`config.mk`:
```
export PLATFORM = sky130hd
export DESIGN_NAME = ad7822_reader
export DESIGN_NICKNAME = d
export VERILOG_FILES = /design/src/rtl/ad7822_reader.sv
export SDC_FILE = /design/constraint.sdc
export NUM_CORES = 1
export LEC_CHECK = 0
export ABC_AREA = 1
export BUFFER_PORTS_ARGS = -buffer_cell sky130_fd_sc_hd__buf_2
export CAP_MARGIN = 20
export CORE_MARGIN = 10
export CORE_UTILIZATION = 63
export DETAILED_ROUTE_END_ITERATION = 7
export PLACE_DENSITY = 0.87
export RECOVER_POWER = 100
export SLEW_MARGIN = 20
export SYNTH_ARGS = -nofsm -noshare
export SYNTH_HDL_FRONTEND = slang
export SYNTH_SLANG_ARGS = --single-unit
```
`constraint.sdc`:
```
create_clock -name i_clock -period 5.4 [get_ports i_clock]
set_input_delay 0.54 -clock i_clock [delete_from_list [all_inputs] [get_ports i_clock]]
set_output_delay 0.54 -clock i_clock [all_outputs]
set_load 0.005 [all_outputs]
```
`src/rtl/ad7822_reader.sv`:
```
`default_nettype none
// ============================================================================
// Module   : ad7822_reader
// Brief    : AD7822 sampling controller that periodically converts, reads the
//            parallel result and presents raw and boxcar-averaged codes.
// Revision : 1.0
// ============================================================================
module ad7822_reader #(
  parameter int SAMPLE_DIV  = 500,
  parameter int CONVST_LOW  = 3,
  parameter int RD_SETUP    = 3,
  parameter int EOC_TIMEOUT = 64,
  parameter int AVG_LOG2    = 2
) (
  input  logic       i_clock,
  input  logic       i_reset,
  input  logic       i_enable,
  input  logic       i_clear,
  input  logic       i_EOC_n,
  input  logic [7:0] i_DB,
  output logic       o_CONVST_n,
  output logic       o_CS_n,
  output logic       o_RD_n,
  output logic [7:0] o_data,
  output logic [7:0] o_data_avg,
  output logic       o_valid,
  output logic       o_timeout,
  output logic       o_overrun
);

  localparam int DEPTH  = 1 << AVG_LOG2;
  localparam int SUM_W  = 8 + AVG_LOG2;
  localparam int DIV_W  = $clog2(SAMPLE_DIV);
  localparam int PH_MX1 = (CONVST_LOW > RD_SETUP) ? CONVST_LOW : RD_SETUP;
  localparam int PH_MAX = (PH_MX1 > EOC_TIMEOUT) ? PH_MX1 : EOC_TIMEOUT;
  localparam int PH_W   = $clog2(PH_MAX + 1);

  typedef enum logic [2:0] {
    S_IDLE     = 3'd0,
    S_CONVST   = 3'd1,
    S_WAIT_EOC = 3'd2,
    S_READ     = 3'd3,
    S_DONE     = 3'd4
  } state_t;

  state_t           state_q;
  logic [PH_W-1:0]  ph_q;
  logic [DIV_W-1:0] div_q;
  logic             eoc_meta_q;
  logic             eoc_s_q;
  logic             convst_n_q;
  logic             cs_n_q;
  logic             valid_q;
  logic             timeout_q;
  logic             overrun_q;
  logic [7:0]       data_q;
  logic [SUM_W-1:0] sum_q;
  logic [SUM_W-1:0] sum_d;
  logic [7:0]       hist_q [DEPTH];
  logic             w_tick;

  // EOC is asynchronous to this clock domain
  always_ff @(posedge i_clock) begin
    if (i_reset) begin
      eoc_meta_q <= 1'b1;
      eoc_s_q    <= 1'b1;
    end else begin
      eoc_meta_q <= i_EOC_n;
      eoc_s_q    <= eoc_meta_q;
    end
  end

  always_ff @(posedge i_clock) begin
    if (i_reset || !i_enable) begin
      div_q <= '0;
    end else if (div_q == DIV_W'(SAMPLE_DIV - 1)) begin
      div_q <= '0;
    end else begin
      div_q <= div_q + 1'b1;
    end
  end

  assign w_tick = i_enable && (div_q == DIV_W'(SAMPLE_DIV - 1));

  // The oldest code leaves the window as the new one enters, so the sum
  // can never exceed DEPTH * 255.
  assign sum_d = sum_q + SUM_W'(i_DB) - SUM_W'(hist_q[DEPTH-1]);

  always_ff @(posedge i_clock) begin
    if (i_reset) begin
      state_q    <= S_IDLE;
      ph_q       <= '0;
      convst_n_q <= 1'b1;
      cs_n_q     <= 1'b1;
      valid_q    <= 1'b0;
      timeout_q  <= 1'b0;
      overrun_q  <= 1'b0;
      data_q     <= '0;
      sum_q      <= '0;
      for (int i = 0; i < DEPTH; i++) begin
        hist_q[i] <= '0;
      end
    end else begin
      valid_q <= 1'b0;
      if (i_clear) begin
        timeout_q <= 1'b0;
        overrun_q <= 1'b0;
      end
      if (w_tick && (state_q != S_IDLE)) begin
        overrun_q <= 1'b1;
      end
      case (state_q)
        S_IDLE: begin
          if (w_tick) begin
            state_q    <= S_CONVST;
            convst_n_q <= 1'b0;
            ph_q       <= '0;
          end
        end
        S_CONVST: begin
          if (ph_q == PH_W'(CONVST_LOW - 1)) begin
            state_q    <= S_WAIT_EOC;
            convst_n_q <= 1'b1;
            ph_q       <= '0;
          end else begin
            ph_q <= ph_q + 1'b1;
          end
        end
        S_WAIT_EOC: begin
          if (!eoc_s_q) begin
            state_q <= S_READ;
            cs_n_q  <= 1'b0;
            ph_q    <= '0;
          end else if (ph_q == PH_W'(EOC_TIMEOUT - 1)) begin
            state_q   <= S_IDLE;
            timeout_q <= 1'b1;
            ph_q      <= '0;
          end else begin
            ph_q <= ph_q + 1'b1;
          end
        end
        S_READ: begin
          if (ph_q == PH_W'(RD_SETUP - 1)) begin
            state_q   <= S_DONE;
            cs_n_q    <= 1'b1;
            valid_q   <= 1'b1;
            data_q    <= i_DB;
            sum_q     <= sum_d;
            hist_q[0] <= i_DB;
            for (int i = 1; i < DEPTH; i++) begin
              hist_q[i] <= hist_q[i-1];
            end
            ph_q <= '0;
          end else begin
            ph_q <= ph_q + 1'b1;
          end
        end
        S_DONE: begin
          state_q <= S_IDLE;
        end
        default: begin
          state_q <= S_IDLE;
        end
      endcase
    end
  end

  assign o_CONVST_n = convst_n_q;
  assign o_CS_n     = cs_n_q;
  assign o_RD_n     = cs_n_q;
  assign o_data     = data_q;
  assign o_data_avg = 8'(sum_q >> AVG_LOG2);
  assign o_valid    = valid_q;
  assign o_timeout  = timeout_q;
  assign o_overrun  = overrun_q;

endmodule
`default_nettype wire

```
# ---- Word-level counts from Yosys, hierarchy flattened
# Memories as Yosys holds them, arrays and structs flattened.
# Cells that the tools add are included.
dict set report totals {
  mem_bits_ro 0
  latchBits 0
  elab_cells 81
  output_inout_bits 22
  register_bits 44
  mem_bits_rw 32
  inputBits 13
  n_memories 1
}
# memory depth width rd rd_clocked_by_memory_dff write_ports line
set memory_table {}
lappend memory_table {hist_q 4 8 4 0 4 59} ;# logic [7:0] hist_q [DEPTH];
dict set report op_classes {
  bitwise 4
  eq_ne 11
  n_reduce_logical 17
  div_mod_pow 0
  add_sub_neg 4
  n_lt_le_gt_ge 0
  mux 32
  n_shift 0
  multipliers 0
}
# op count
set op_table {}
lappend op_table {{$mux 8} 4}
lappend op_table {{$mux 7} 4}
lappend op_table {{$pmux 7 s3} 1}
lappend op_table {{$mux 1} 15}
lappend op_table {{$mux 3} 5}
lappend op_table {{$pmux 3 s4} 1}
lappend op_table {{$add 10x8->10} 1}
lappend op_table {{$sub 10x8->10} 1}
lappend op_table {{$add 9x1->9 const B} 1}
lappend op_table {{$eq 9x9->1 const B} 1}
lappend op_table {{$ne 2x2->1 const B} 4}
lappend op_table {{$add 7x1->7 const B} 1}
lappend op_table {{$eq 7x2->1 const B} 1}
lappend op_table {{$eq 7x6->1 const B} 1}
lappend op_table {{$eq 3x2->1 const B} 2}
lappend op_table {{$reduce_and 3->1} 2}
lappend op_table {{$reduce_bool 2->1} 3}
lappend op_table {{$reduce_bool 3->1} 2}
lappend op_table {{$or 1x1->1} 4}
lappend op_table {{$pmux 1 s2} 2}
lappend op_table {{$reduce_and 2->1} 2}
lappend op_table {{$reduce_and 4->1} 1}
lappend op_table {{$reduce_or 2->1} 2}
lappend op_table {{$eq 3x1->1 const B} 1}
lappend op_table {{other kinds (5)} 6}

# ---- Longest topological paths before layout
dict set report depth {
  word_depth 6
  depth_mapped 14
  depth_no_buf 14
}

# ---- Worst setup path after synthesis
# OpenSTA, ideal clock, no wires.
dict set report synth_timing {
  path_kind {input port to flip-flop}
  startpoint {in i_DB[1]}
  endpoint {reg sum_q[8]}
  required_time_ns 5.259
  setup_time_ns 0.141
  arrival_ns 2.113
  setup_slack_ns 3.145
  n_path_buf 0
  path_stages 10
  path_cell_list {inv_1 > fa_1 > fa_1 > nand3b_1 > nand2_1 > nand4_1 > nand2_1 > nand2_1 > nand2_1 > o22ai_1}
}
dict set report synth_via {
  elab_chain_cells 2
}
# item line
set synth_lines {}
lappend synth_lines {{start, declared} 20} ;# input logic [7:0] i_DB,
lappend synth_lines {{$add 10x8->10} 87} ;# assign sum_d = sum_q + SUM_W'(i_DB) - SUM_W'(hist_q[DEPTH-1]);
lappend synth_lines {{$sub 10x8->10} 87}
lappend synth_lines {{end signal, assigned} 148} ;# sum_q <= sum_d;
lappend synth_lines {{end, declared} 57} ;# logic [SUM_W-1:0] sum_q;
# No other way between the ends.
# A chain may end at the register's enable or synchronous reset.

==> impl_results.md <==
- Post-DP HPWL: 5100 um
- Switching Share: 27.9%
- Cell internal pwr: 918 uW
- Failing checks: capacitance limit, slew limit
- VDD IR-drop max: 0.166 mV
- Initial antenna violation count: 0
- Mapped Cells: 430
- Crit path cell chain: clkbuf_1, inv_1, nand2_1, inv_1, nand2_1, o22ai_1
- Overall Power: 1270 uW
- Hold slack: 0.370 ns
- Worst path top cell family by delay: simple AND/OR/NAND/NOR gates
- Tot GR Track Use: 15.6%
- Gpl congestion: 0.887
- Placed insts: 521
- Initial drt markers: 142
- CP max stage delay: 1.14 ns
- CP Buf/Inv Count: 3
- Max Slew Vio Count: 48
- GR Util met3: 3.19%
- Number of global-route vias before repair: 2758
- List of most frequent post-synthesis cells: inv_1, nand2_1, nor2_1
- Setup Crit Path Kind: in2reg
- P per Cell Area: 319 nW/um^2
- Final core utilization: 70.7%
- Synth cell types: 37
- Largest net degree at the start of global routing: 48
- Sequential area share after synthesis: 49.4%
- Final Hold Viols: 0
- Vias/cell: 5.19
- P&R area growth vs syn: 7.01%
- CTS root buf: clkbuf_8
- RSZ-0062 raised after global routing: false
- Chip Width: 96.9 um
- Nature of the critical path startpoint: primary input
- Layout Nets: 494
- Max Cap Viol: 1
- Commonest register cell after synthesis: dfxtp_1
- CTS tree: yes
- Hold buffers post-CTS: 0
- Die footprint: 9400 um^2
- Max-slew headroom: -0.948%
- ANT nets after route: 0
- Clock Sinks: 76
- Tightest Pin Transition: 1.51 ns
- Setup_tns: 0 ns
- GRT busiest layer: met2
- Met2 Use GR: 26.4%
- DR vias: 2788
- Core area: 5640 um^2
- Switching power: 356 uW
- Crit path DAT: 2.98 ns
- Postcts setup bufs: 0
- CTS clk-pin slew, worst paths: 0.08 ns
- Hold Path Class: in2reg
- Non-Filler Instances: 537
- #FFs+latches synth: 76
- Avg WL per Cell: 13.8 um
- Row count: 27
- Layout cells sized above 1: 7.10%
- Tcrit/Tclk final: 51.8%
- Clock latency on the worst-skew pair: 0.35 ns
- Leak: 0.00174 uW
- Resized Gates After CTS: 0
- Filler Cell Count: 426
- Clock tree buffer depth: 2
- Cell area after synthesis: 3730 um^2
- Antenna fix cells: 0
- I/O pin cnt: 35
- Post-synth EDFFs: 32
- Initial Util: 66.1%
- Post-synth top area share: 25.8%
- CTS H-tree depth: 3
- Remaining DRCs: 0
- Die H: 96.9 um
- Critical path's slowest cell: nand2_1
- Setup crit end kind: flip-flop
- Syn Nets: 464
- Synth top area cells: edfxtp_1, dfxtp_1, inv_1
- Outcome: finished with violations
- Most common cell in the netlist: inv_1
- Yosys warnings: 0
- Data required, critical path: 5.58 ns
- M1 GR Usage: 18.0%
- Num CTS Buffers: 9
- Period minus WS final: 2.79 ns
- Register share of total power: 49.6%
- Setup violations, final: 0
- Total Wirelength: 7410 um
- Clk pwr share: 35.3%
- GR Overflow Total: 0
- Area leader, netlist: edfxtp_1
- Mean Syn Cell Area: 8.67 um^2
- Final Skew: 0.00939 ns
- TritonRoute pass-1 iters: 4
- Synth async-reset ratio: 0%
- Fmax: 0.358 GHz
- Worst Path Max Fanout: 47
- First-pass GRT wire length: 12300 um
- Combinational Power Share: 15.1%
- # port buffers: 34
[sequential cells by signal (all words and copies together) (netlist names), 3 cells and up]
name,count
hist_q,32
state_q,3
div_q,9
sum_q,10
ph_q,7
o_data,8
[power groups by stage]
stage	Sequential (uW)	Clock, uW	Combinational (uW)
5_1_grt	634	476	220
6_report	632	450	193
3_3_place_gp	642	0	180
2_1_floorplan	641	0	147
4_1_cts	632	451	196
3_5_place_dp	644	0	190
[worst paths after layout]
path,to,startpoint,slack (ns),depth (start not counted)
worst max-delay path,sum_q[8],i_reset,2.61,6
worst min-delay path,eoc_meta_q,i_EOC_n,0.37,2
worst max register to register,sum_q[8],ph_q[0],2.64,8
worst min register to register,eoc_s_q,eoc_meta_q,0.43,1
[placed cells by master (no fill, tap or decap)]
master     synthesis  layout
a21o_1             1       1
a21oi_1           23      23
a31oi_1            1       1
buf_2              1      12
bufinv_16          0       1
clkbuf_1           1      25
clkbuf_16          0       1
clkbuf_8           0       9
clkinv_2           0       2
clkinv_4           0       1
dfxtp_1           44      44
edfxtp_1          32      32
fa_1               8       8
ha_1              13      13
inv_1             88      89
nand2_1           70      73
nand3_1           20      20
nand3b_1           2       2
nand4_1            3       4
nor2_1            55      57
nor2_2             3       2
nor3_1             4       5
nor3b_1            1       1
o211ai_1           1       1
o21a_1             2       2
o21ai_0           16      21
o21ai_1            1       1
o21bai_1           1       1
o22ai_1            2       2
o22ai_2            2       2
or2_2              3       3
xnor2_1            3       3
xor2_1             3       3
[per-layer routing]
layer  vias up  wire [um]
met5         -          0
met1      1306       3180
met3        22        306
met2        61       3690
met4         0        228
li1       1399          -
[cell families after synthesis]
kind of cell    Yosys count  share of synthesized area [%]
compound gates           55                           8.72
xor+xnor                  6                           1.41
fa+ha+maj                21                           8.65
buf+inv                 105                           12.5
flops                    76                           49.4
simple gates            167                           19.3
[metrics by stage]
stage | worst slack, ns | area (um^2)
6_report | 2.61 | 3990
5_1_grt | 2.24 | 3990
4_1_cts | 3.15 | 4070
3_5_place_dp | 2.90 | 3860
3_3_place_gp | 2.97 | 3860
2_1_floorplan | 3.15 | 3730
[worst register-to-register path, delay by kind of cell, from the launching register on]
kind | cells | cell delay, ns
buf+inv | 2 | 0.44
fa+ha+maj | 1 | 0.20
simple gates | 4 | 1.51
flops | 1 | 0.38
compound gates | 1 | 0.07
[layout make-up]
cell class,count,area (um^2),share of cell area [%]
inverters,89,334,8.37
well taps,72,90.1,2.26
multi-input cells,249,1370,34.4
clock buffers,12,156,3.92
repair buffers,35,146,3.67
flip-flops and latches,76,1840,46.1
clock inverters,4,48.8,1.22
Note: power is estimated with default switching activity, not from simulation.
